--- src/rtl/mem_access_unit.sv ---
// Memory-access stage: byte-lane load/store over a req/gnt/rvalid bus,
// ALU bypass, fault flags. Optional watchdog enabled by MEM_TIMEOUT_EN.
module mem_access_unit #(
  parameter int XLEN           = 32,
  parameter int BYTE           = 8,
  parameter int HALFWORD       = 16,
  parameter int TIMEOUT_CYCLES = 64
) (
  input  logic              clk,
  input  logic              rst,
  input  logic              in_valid,
  output logic              in_ready,
  input  logic              dm_read_enable,
  input  logic              dm_write_enable,
  input  logic [XLEN-1:0]   alu_data_out,
  input  logic [XLEN-1:0]   dm_write_data,
  input  logic [2:0]        dm_access_type,
  output logic              out_valid,
  output logic [XLEN-1:0]   dm_read_data,
  output logic [XLEN-1:0]   dm_data_bypass,
  output logic              misaligned_fault,
  output logic              illegal_op,
  output logic              bus_error,
  output logic              mem_req,
  output logic              mem_we,
  output logic [XLEN-1:0]   mem_addr,
  output logic [XLEN/8-1:0] mem_be,
  output logic [XLEN-1:0]   mem_wdata,
  input  logic              mem_gnt,
  input  logic              mem_rvalid,
  input  logic [XLEN-1:0]   mem_rdata
);

  localparam int NB = XLEN / 8;
  localparam int OW = $clog2(NB);

  localparam logic [2:0] T_B  = 3'b000;
  localparam logic [2:0] T_H  = 3'b001;
  localparam logic [2:0] T_W  = 3'b010;
  localparam logic [2:0] T_BU = 3'b100;
  localparam logic [2:0] T_HU = 3'b101;

  typedef enum logic [1:0] {
    IDLE   = 2'd0,
    REQ    = 2'd1,
    WAIT_R = 2'd2
  } state_t;

  state_t state, next;

  logic [XLEN-1:0] r_addr;
  logic [XLEN-1:0] r_wdata;
  logic [OW-1:0]   r_off;
  logic [2:0]      r_type;
  logic            r_we;

  logic accept, is_mem, type_ok, misal;
  logic start_mem, done_byp, done_ill, done_mis;
  logic done_st, done_ld, timeout;

  logic [XLEN-1:0] shifted, ld_val;
  logic [NB-1:0]   be_b, be_h;

  logic unused_cfg;
  assign unused_cfg = (TIMEOUT_CYCLES > 0);

  // Classify the incoming request in IDLE.
  always_comb begin
    accept  = in_valid && (state == IDLE);
    is_mem  = dm_read_enable ^ dm_write_enable;
    type_ok = (dm_access_type == T_B)  ||
              (dm_access_type == T_H)  ||
              (dm_access_type == T_W)  ||
              (dm_access_type == T_BU) ||
              (dm_access_type == T_HU);
    misal   = 1'b0;
    if ((dm_access_type == T_H) || (dm_access_type == T_HU))
      misal = alu_data_out[0];
    else if (dm_access_type == T_W)
      misal = (alu_data_out[1:0] != 2'b00);
    done_byp  = accept && !dm_read_enable
                       && !dm_write_enable;
    done_ill  = accept && ((dm_read_enable && dm_write_enable)
                       || (is_mem && !type_ok));
    done_mis  = accept && is_mem && type_ok && misal;
    start_mem = accept && is_mem && type_ok && !misal;
  end

`ifdef MEM_TIMEOUT_EN
  logic [31:0] cnt;

  // Watchdog: counts cycles in REQ/WAIT_R, restarts on each state entry.
  always_ff @(posedge clk) begin
    if (rst || (next != state))
      cnt <= '0;
    else if (state != IDLE)
      cnt <= cnt + 32'd1;
  end

  assign timeout = (state != IDLE) &&
                   (cnt == 32'(TIMEOUT_CYCLES - 1));
`else
  assign timeout = 1'b0;
`endif

  // State register.
  always_ff @(posedge clk) begin
    if (rst) state <= IDLE;
    else     state <= next;
  end

  // Next-state logic; a grant or rvalid wins over the watchdog.
  always_comb begin
    next = state;
    unique case (state)
      IDLE:    if (start_mem) next = REQ;
      REQ:     if (mem_gnt) next = r_we ? IDLE : WAIT_R;
               else if (timeout) next = IDLE;
      WAIT_R:  if (mem_rvalid || timeout) next = IDLE;
      default: next = IDLE;
    endcase
  end

  // Bus outputs and completion events decoded from the state.
  always_comb begin
    be_b = {{(NB-1){1'b0}}, 1'b1} << r_off;
    be_h = {{(NB-2){1'b0}}, 2'b11} << r_off;
    in_ready  = (state == IDLE);
    mem_req   = (state == REQ);
    mem_we    = mem_req && r_we;
    mem_addr  = mem_req ? r_addr : '0;
    mem_be    = '0;
    mem_wdata = '0;
    if (mem_req) begin
      if (!r_we || (r_type == T_W)) begin
        mem_be = '1;
      end else if ((r_type == T_H) || (r_type == T_HU)) begin
        mem_be = be_h;
      end else begin
        mem_be = be_b;
      end
      if (r_we) begin
        if (r_type == T_W)
          mem_wdata = r_wdata;
        else if ((r_type == T_H) || (r_type == T_HU))
          mem_wdata = {(XLEN/HALFWORD){r_wdata[HALFWORD-1:0]}};
        else
          mem_wdata = {(XLEN/BYTE){r_wdata[BYTE-1:0]}};
      end
    end
    done_st = (state == REQ) && mem_gnt && r_we;
    done_ld = (state == WAIT_R) && mem_rvalid;
  end

  // Align the returned word to the addressed lane and extend.
  always_comb begin
    shifted = mem_rdata >> (r_off * BYTE);
    unique case (r_type)
      T_B:     ld_val = {{(XLEN-BYTE){shifted[BYTE-1]}},
                         shifted[BYTE-1:0]};
      T_H:     ld_val = {{(XLEN-HALFWORD){shifted[HALFWORD-1]}},
                         shifted[HALFWORD-1:0]};
      T_BU:    ld_val = {{(XLEN-BYTE){1'b0}},
                         shifted[BYTE-1:0]};
      T_HU:    ld_val = {{(XLEN-HALFWORD){1'b0}},
                         shifted[HALFWORD-1:0]};
      default: ld_val = shifted;
    endcase
  end

  // Latch the request at accept.
  always_ff @(posedge clk) begin
    if (rst) begin
      r_addr  <= '0;
      r_wdata <= '0;
      r_off   <= '0;
      r_type  <= '0;
      r_we    <= 1'b0;
    end else if (start_mem) begin
      r_addr  <= {alu_data_out[XLEN-1:OW], {OW{1'b0}}};
      r_wdata <= dm_write_data;
      r_off   <= alu_data_out[OW-1:0];
      r_type  <= dm_access_type;
      r_we    <= dm_write_enable;
    end
  end

  // Register completion results; unrelated result is zeroed on completion.
  always_ff @(posedge clk) begin
    if (rst) begin
      out_valid        <= 1'b0;
      misaligned_fault <= 1'b0;
      illegal_op       <= 1'b0;
      dm_read_data     <= '0;
      dm_data_bypass   <= '0;
    end else begin
      out_valid        <= done_byp || done_ill || done_mis ||
                          done_st || done_ld || timeout;
      misaligned_fault <= done_mis;
      illegal_op       <= done_ill;
      if (done_byp || done_ill || done_mis ||
          done_st || done_ld || timeout) begin
        dm_read_data   <= done_ld ? ld_val : '0;
        dm_data_bypass <= done_byp ? alu_data_out : '0;
      end
    end
  end

`ifdef MEM_TIMEOUT_EN
  // Bus error flag accompanies a watchdog completion.
  always_ff @(posedge clk) begin
    if (rst) bus_error <= 1'b0;
    else     bus_error <= timeout && !done_st && !done_ld;
  end
`else
  assign bus_error = 1'b0;
`endif

endmodule

--- config.mk ---
export PLATFORM = sky130hd
export DESIGN_NAME = mem_access_unit
export DESIGN_NICKNAME = d
export VERILOG_FILES = /design/src/rtl/mem_access_unit.sv
export SDC_FILE = /design/constraint.sdc
export NUM_CORES = 1
export LEC_CHECK = 0
export BUFFER_PORTS_ARGS = -buffer_cell sky130_fd_sc_hd__buf_2
export CAP_MARGIN = 20
export CORE_MARGIN = 1.5
export CORE_UTILIZATION = 49
export CTS_CLUSTER_DIAMETER = 80
export DETAILED_ROUTE_END_ITERATION = 12
export PLACE_DENSITY = 0.81
export REMOVE_ABC_BUFFERS = 1
export SLEW_MARGIN = 25
export SYNTH_ARGS = -nofsm -noshare
export SYNTH_HDL_FRONTEND = slang
export SYNTH_SLANG_ARGS = --single-unit
export TNS_END_PERCENT = 1
--- constraint.sdc ---
create_clock -name clk -period 4.5 [get_ports clk]
set_input_delay 0.9 -clock clk [delete_from_list [all_inputs] [get_ports clk]]
set_output_delay 0.9 -clock clk [all_outputs]
set_load 0.05 [all_outputs]
### Word-level counts from Yosys, hierarchy flattened

Index checks and enable logic that the tools add are counted.

| word-level totals | value |
|---|---|
| register bits | 137 |
| bits in latches | 0 |
| memory bits (writable) | 0 |
| memory bits (read-only) | 0 |
| input bits | 106 |
| output and inout port bits | 139 |
| word-level logic and storage cells | 82 |
| memories | 0 |

| operators by class | value |
|---|---|
| add/sub/neg operators | 0 |
| $mul | 0 |
| div/mod/pow operators | 0 |
| magnitude comparators | 0 |
| equal/unequal tests | 13 |
| shift operators | 3 |
| muxes and demuxes | 18 |
| bitwise operators | 1 |
| reduce and logical (&&, ||, !) cells | 36 |

Operators with widths:

| kind | count |
|---|---|
| 2-to-1 mux 32 bit | 7 |
| one-hot mux 32 bit (4 select lines) | 1 |
| right shift 32 x 5 -> 32 bit | 1 |
| logical AND 1 bit | 14 |
| equality test 3 bit (second input constant) | 4 |
| logical OR 1 bit | 12 |
| 2-to-1 mux 4 bit | 3 |
| 2-to-1 mux 2 bit | 4 |
| equality test 3 x 1 -> 1 bit (second input constant) | 2 |
| equality test 3 x 2 -> 1 bit (second input constant) | 2 |
| logical NOT 3 bit | 2 |
| one-hot mux 2 bit (3 select lines) | 1 |
| logical NOT 1 bit | 5 |
| != test 2 x 1 -> 1 bit (second input constant) | 2 |
| << shifter 1 x 2 -> 4 bit (first input constant) | 1 |
| << shifter 2 x 2 -> 4 bit (first input constant) | 1 |
| AND reduction 3 bit | 1 |
| equality test 2 x 1 -> 1 bit (second input constant) | 1 |
| equality test 2 bit (second input constant) | 1 |
| logical NOT 2 bit | 1 |
| 2-to-1 mux 1 bit | 2 |
| != test 2 bit (second input constant) | 1 |
| nonzero test 2 bit | 1 |
| bitwise XOR 1 bit | 1 |

### Longest topological paths before layout

| logic depth | value |
|---|---|
| depth in word-level cells | 13 |
| mapped depth | 8 |
| gate-level depth less buffers | 6 |

### Worst setup path before layout

OpenSTA, ideal clock, no wires.

| timing path | value |
|---|---|
| path kind | reg2out |
| start point | register r_type[0] |
| end point | output mem_wdata[14] |
| arrival time | 2.241 ns |
| required time | 3.600 ns |
| path slack | 1.359 ns |
| cell stages (with the launch flop) | 7 |
| path buffers | 2 |
| cell sequence | dfxtp_1 -> clkbuf_1 -> or3b_2 -> nand2_1 -> clkbuf_1 -> nand2_1 -> a21oi_1 |

| on the way | value |
|---|---|
| word-level cells in the longest chain between the ends | 6 |
| elaborated cells on any way between the ends | 8 |
| classes of those cells | eq/ne: 3; mux: 4; reduce/logical: 1 |

RTL lines:

| item | RTL line | RTL |
|---|---|---|
| from (decl) | 54 | `logic [2:0] r_type;` |
| from (signal assigned) | 183 | `r_type <= dm_access_type;` |
| equality test 3 x 1 -> 1 bit or equality test 3 bit (tied branches) | 145 | `else if ((r_type == T_H) \|\| (r_type == T_HU))` |
| logical OR 1 bit | 145 |  |
| 2-to-1 mux 32 bit | 145 |  |
| 2-to-1 mux 32 bit * | 143 | `if (r_type == T_W)` |
| 2-to-1 mux 32 bit * | 142 | `if (r_we) begin` |
| 2-to-1 mux 32 bit * | 134 | `if (mem_req) begin` |
| to (decl) | 28 | `output logic [XLEN-1:0] mem_wdata,` |

Mark *: on every way between the ends. The rest lies on a longest branch, timed or not.

### Worst setup path after layout

| timing path | value |
|---|---|
| start point | register state[0] |
| end point | output mem_wdata[29] |

| on the way | value |
|---|---|
| word-level cells in the longest chain between the ends | 2 |

RTL lines:

| item | RTL line | RTL |
|---|---|---|
| from (decl) | 49 | `state_t state, next;` |
| from (signal assigned) | 109 | `else state <= next;` |
| equality test 2 x 1 -> 1 bit | 129 | `mem_req = (state == REQ);` |
| 2-to-1 mux 32 bit | 134 |  |

No other way between the ends.

==> key figures <==
Worst setup path
  – CP Class: register to output pin
  – Required time of the worst setup path: 3.60 ns
  – Reg-to-Reg Start: state[0]
  – Worst Setup SP: state[0]
  – Slowest-stage cell, CP: nand2_1
  – CP cell instances: or2b_2 -> inv_2 -> buf_4 -> nand2_1 -> clkinv_1 -> o221ai_1 -> nor2_1 -> buf_2
  – CP max FO: 43
  – Largest delay contributor family on the critical path: buffers and inverters
  – Setup crit start kind: register
  – Worst path buffer plus inverter count: 4
  – Worst endpoint data arrival time: 2.94 ns
  – CP max stage delay: 0.45 ns
  – Crit. End Element: output pin

Global route
  – Vias in the first global route: ~5,400
  – Largest net degree at the start of global routing: 77
  – Global-route wire length before repair: 27.8 mm
  – Total track usage: 27.6%
  – Grt ovf: 0
  – Initial antenna violation count: 1

Pwr
  – Sequential Power Share: about 43%
  – Net switching power: about 0.00074 W
  – Internal power consumption: 0.00220 W
  – Sw Ratio: between 20% and 30%
  – Gate power share: 11.1%
  – P_leak: 3.43 nW
  – Clk pwr share: 45.7%
  – Peak supply drop: 212 uV
  – Pwr dens: 382 nW/um2

Floorplan
  – Die Height: roughly 110 um
  – Core footprint: around 12,000 um2
  – Initial Util: 51.0%
  – Top-Level Pins: 245
  – Die X: about 110 um
  – Total die area: 12,800 um2
  – Row count: 39

Synthesis
  – Share of the synthesized area in the top cell type: between 40 and 50%
  – Synth unique cells: 48
  – Synthesized cell area: 5920 um2
  – Number of synthesized flops with an enable pin: 0
  – Top_reg_cell synth: dfxtp_1
  – Seq/Total Area, Yosys: 46.3%
  – Post-synthesis cell count: 696
  – #FFs+latches synth: 137
  – Synth area leaders: dfxtp_1 46%, nand2_1 11%, a21oi_1 8.5%, a22o_1 4.7%, o2bb2ai_1 3.3%
  – Async S/R FF share, synth: 0%
  – Biggest area consumer among synthesized cells: dfxtp_1
  – Ys Warns: 0
  – Syn avg cell area: 8.51 um2

Timing
  – Setup-failing EPs final: 0
  – Fmax: around 0.26 GHz
  – Fin crit period: 3.84 ns
  – Setup tns final: 0 ns
  – Worst slew pin tran: 0.810 ns
  – Final Hold Viols: 0
  – Tcrit/Tclk final: 85.4%
  – Skew final: 0.00622 ns
  – Hold_ws: 0.448 ns
  – Max-slew headroom: ~46%
  – RSZ-0062 raised after global routing: false
  – Slew Limit Fails: 0

Clocking
  – Clk root buf: clkbuf_16
  – CTS resizes: 0
  – Post-CTS Hold Buffers: 0
  – Setup Fix Bufs, Post-CTS: 0
  – TritonCTS clock tree: yes
  – CTS max path bufs: 2
  – TritonCTS Buffers: 17
  – Skew-Pair Late Insertion Delay: approximately 0.42 ns
  – Clk slew on worst S/H paths: around 0.060 ns
  – CTS H-tree depth: 4
  – CTS Sinks: 137

Routing
  – Final WL: 17.6 mm
  – Drt first pass iters: 5
  – WL per Instance: 16.5 um
  – Final ANT Viol Nets: 0
  – Routed vias/inst: 5.53
  – Residual DRC: 0
  – Vias post-DR: between 5,000 and 6,000
  – Detailed Route Iter0 Violations: 430

Cells and area
  – Non-Filler Instances: 1,068
  – Fillers: 989
  – Nets: 1,018
  – Layout area overhead: 30.3%
  – FF+latch area: 2740 um2
  – Core Util, Final: approximately two thirds
  – Area of the multi-input gates: 2910 um2
  – Ratio of cells with drive above 1 in the final layout: about 33%

Placement
  – Placed Cells: 1,035
  – Final HPWL DP: 12.1 mm
  – RD Place Congestion: between 0.8 and 0.9
  – Port bufs: roughly 240

Run status
  – Status: finished clean

Worst hold path
  – Hold Startpoint: r_addr[24]
  – Hold Crit Class: register to register

Flow run
  – Max-cap check violation count: 0
-- logic make-up after synthesis --
logic type	after synthesis	share of synthesized area (%)
AOI/OAI and AO/OA	196	22.7
DFF	137	46.3
and+or+nand+nor	270	20.7
muxes	26	4.79
buffers and inverters	65	5.24
adders and majority gates	1	0.211
other	1	0.0633
-- cells in the mapped netlist, types with 2 or more instances --
library cell,count
nor2b_1,5
nor3_1,4
buf_1,6
mux2i_1,16
and3_1,8
nand4bb_1,2
or2_2,3
nand2b_1,3
o221ai_1,8
dfxtp_1,137
a221o_1,16
buf_2,8
nor3b_2,2
buf_4,3
a31oi_1,5
nand2_1,173
a21oi_1,101
inv_1,4
mux2_2,9
and2_1,30
buf_6,6
a22o_1,32
o2bb2ai_1,22
nor2_1,32
o21ba_2,2
o21ai_0,2
clkbuf_1,36
-- worst register-to-register path, stage by stage (launching register included) --
cell,delay [ns]
dfxtp_1,0.34
nand4bb_1,0.19
buf_4,0.22
nor3b_2,0.67
nor2b_1,0.62
a221o_1,0.26
-- power by group through the flow --
stage | logic, W | registers, W | clock network (W)
6_report | 0.000327 | 0.00127 | 0.00135
5_1_grt | 0.000355 | 0.00128 | 0.00142
2_1_floorplan | 0.000147 | 0.00134 | 0
3_3_place_gp | 0.000319 | 0.00130 | 0
4_1_cts | 0.000326 | 0.00127 | 0.00136
3_5_place_dp | 0.000324 | 0.00130 | 0
-- cells in the final DEF, fill, tap and decap left out, drive strengths merged, types with 8 or more instances in the layout --
master / instances
buf: 253
dfxtp: 137
and2: 30
nand2: 173
a221o: 16
a21oi: 101
mux2i: 16
o221ai: 8
clkbuf: 26
and3: 8
o2bb2ai: 22
mux2: 9
a22o: 32
nor2: 32
-- through the flow --
| step | total power [W] | worst slack (ns) | cell area, um2 |
|---|---|---|---|
| floorplan | 0.00148 | 0.480 | 5640 |
| global placement | 0.00162 | 1.15 | 7140 |
| detailed placement | 0.00162 | 1.10 | 7140 |
| CTS | 0.00295 | 0.647 | 7710 |
| global route | 0.00305 | 0.390 | 7720 |
| finish | 0.00295 | 0.656 | 7720 |
-- final timing paths --
| check | slack [ns] | cells past startpoint | to |
|---|---|---|---|
| max | 0.66 | 8 | mem_wdata[29] |
| min | 0.45 | 2 | r_addr[24] |
| max reg2reg | 2.14 | 5 | dm_read_data[25] |
| min reg2reg | 0.45 | 2 | r_addr[24] |
-- sequential cells by signal (all words and copies together), names as in the netlist --
register / count
r_type: 3
r_wdata: 32
r_off: 2
misaligned_fault: 1
out_valid: 1
dm_data_bypass: 32
state: 2
dm_read_data: 32
illegal_op: 1
r_we: 1
r_addr: 30
-- cell type report --
cell class	count	area share [%]
repair buffers	253	16.8
multi-input cells	496	37.7
clock inverters	6	1.17
inverters	6	0.292
clock buffers	26	6.21
diodes	1	0.0324
flip-flops and latches	137	35.5
well taps	143	2.32
-- per-layer routing --
layer  routed length, um  vias up  global-route usage, %
met5                   0        -                      0
met4                 427        0                   11.5
met3                1220       39                   7.87
met2                8620      234                   46.7
met1                7340     2788                   33.1
li1                    -     2849                      -
Power figures use the tool's default switching activity.
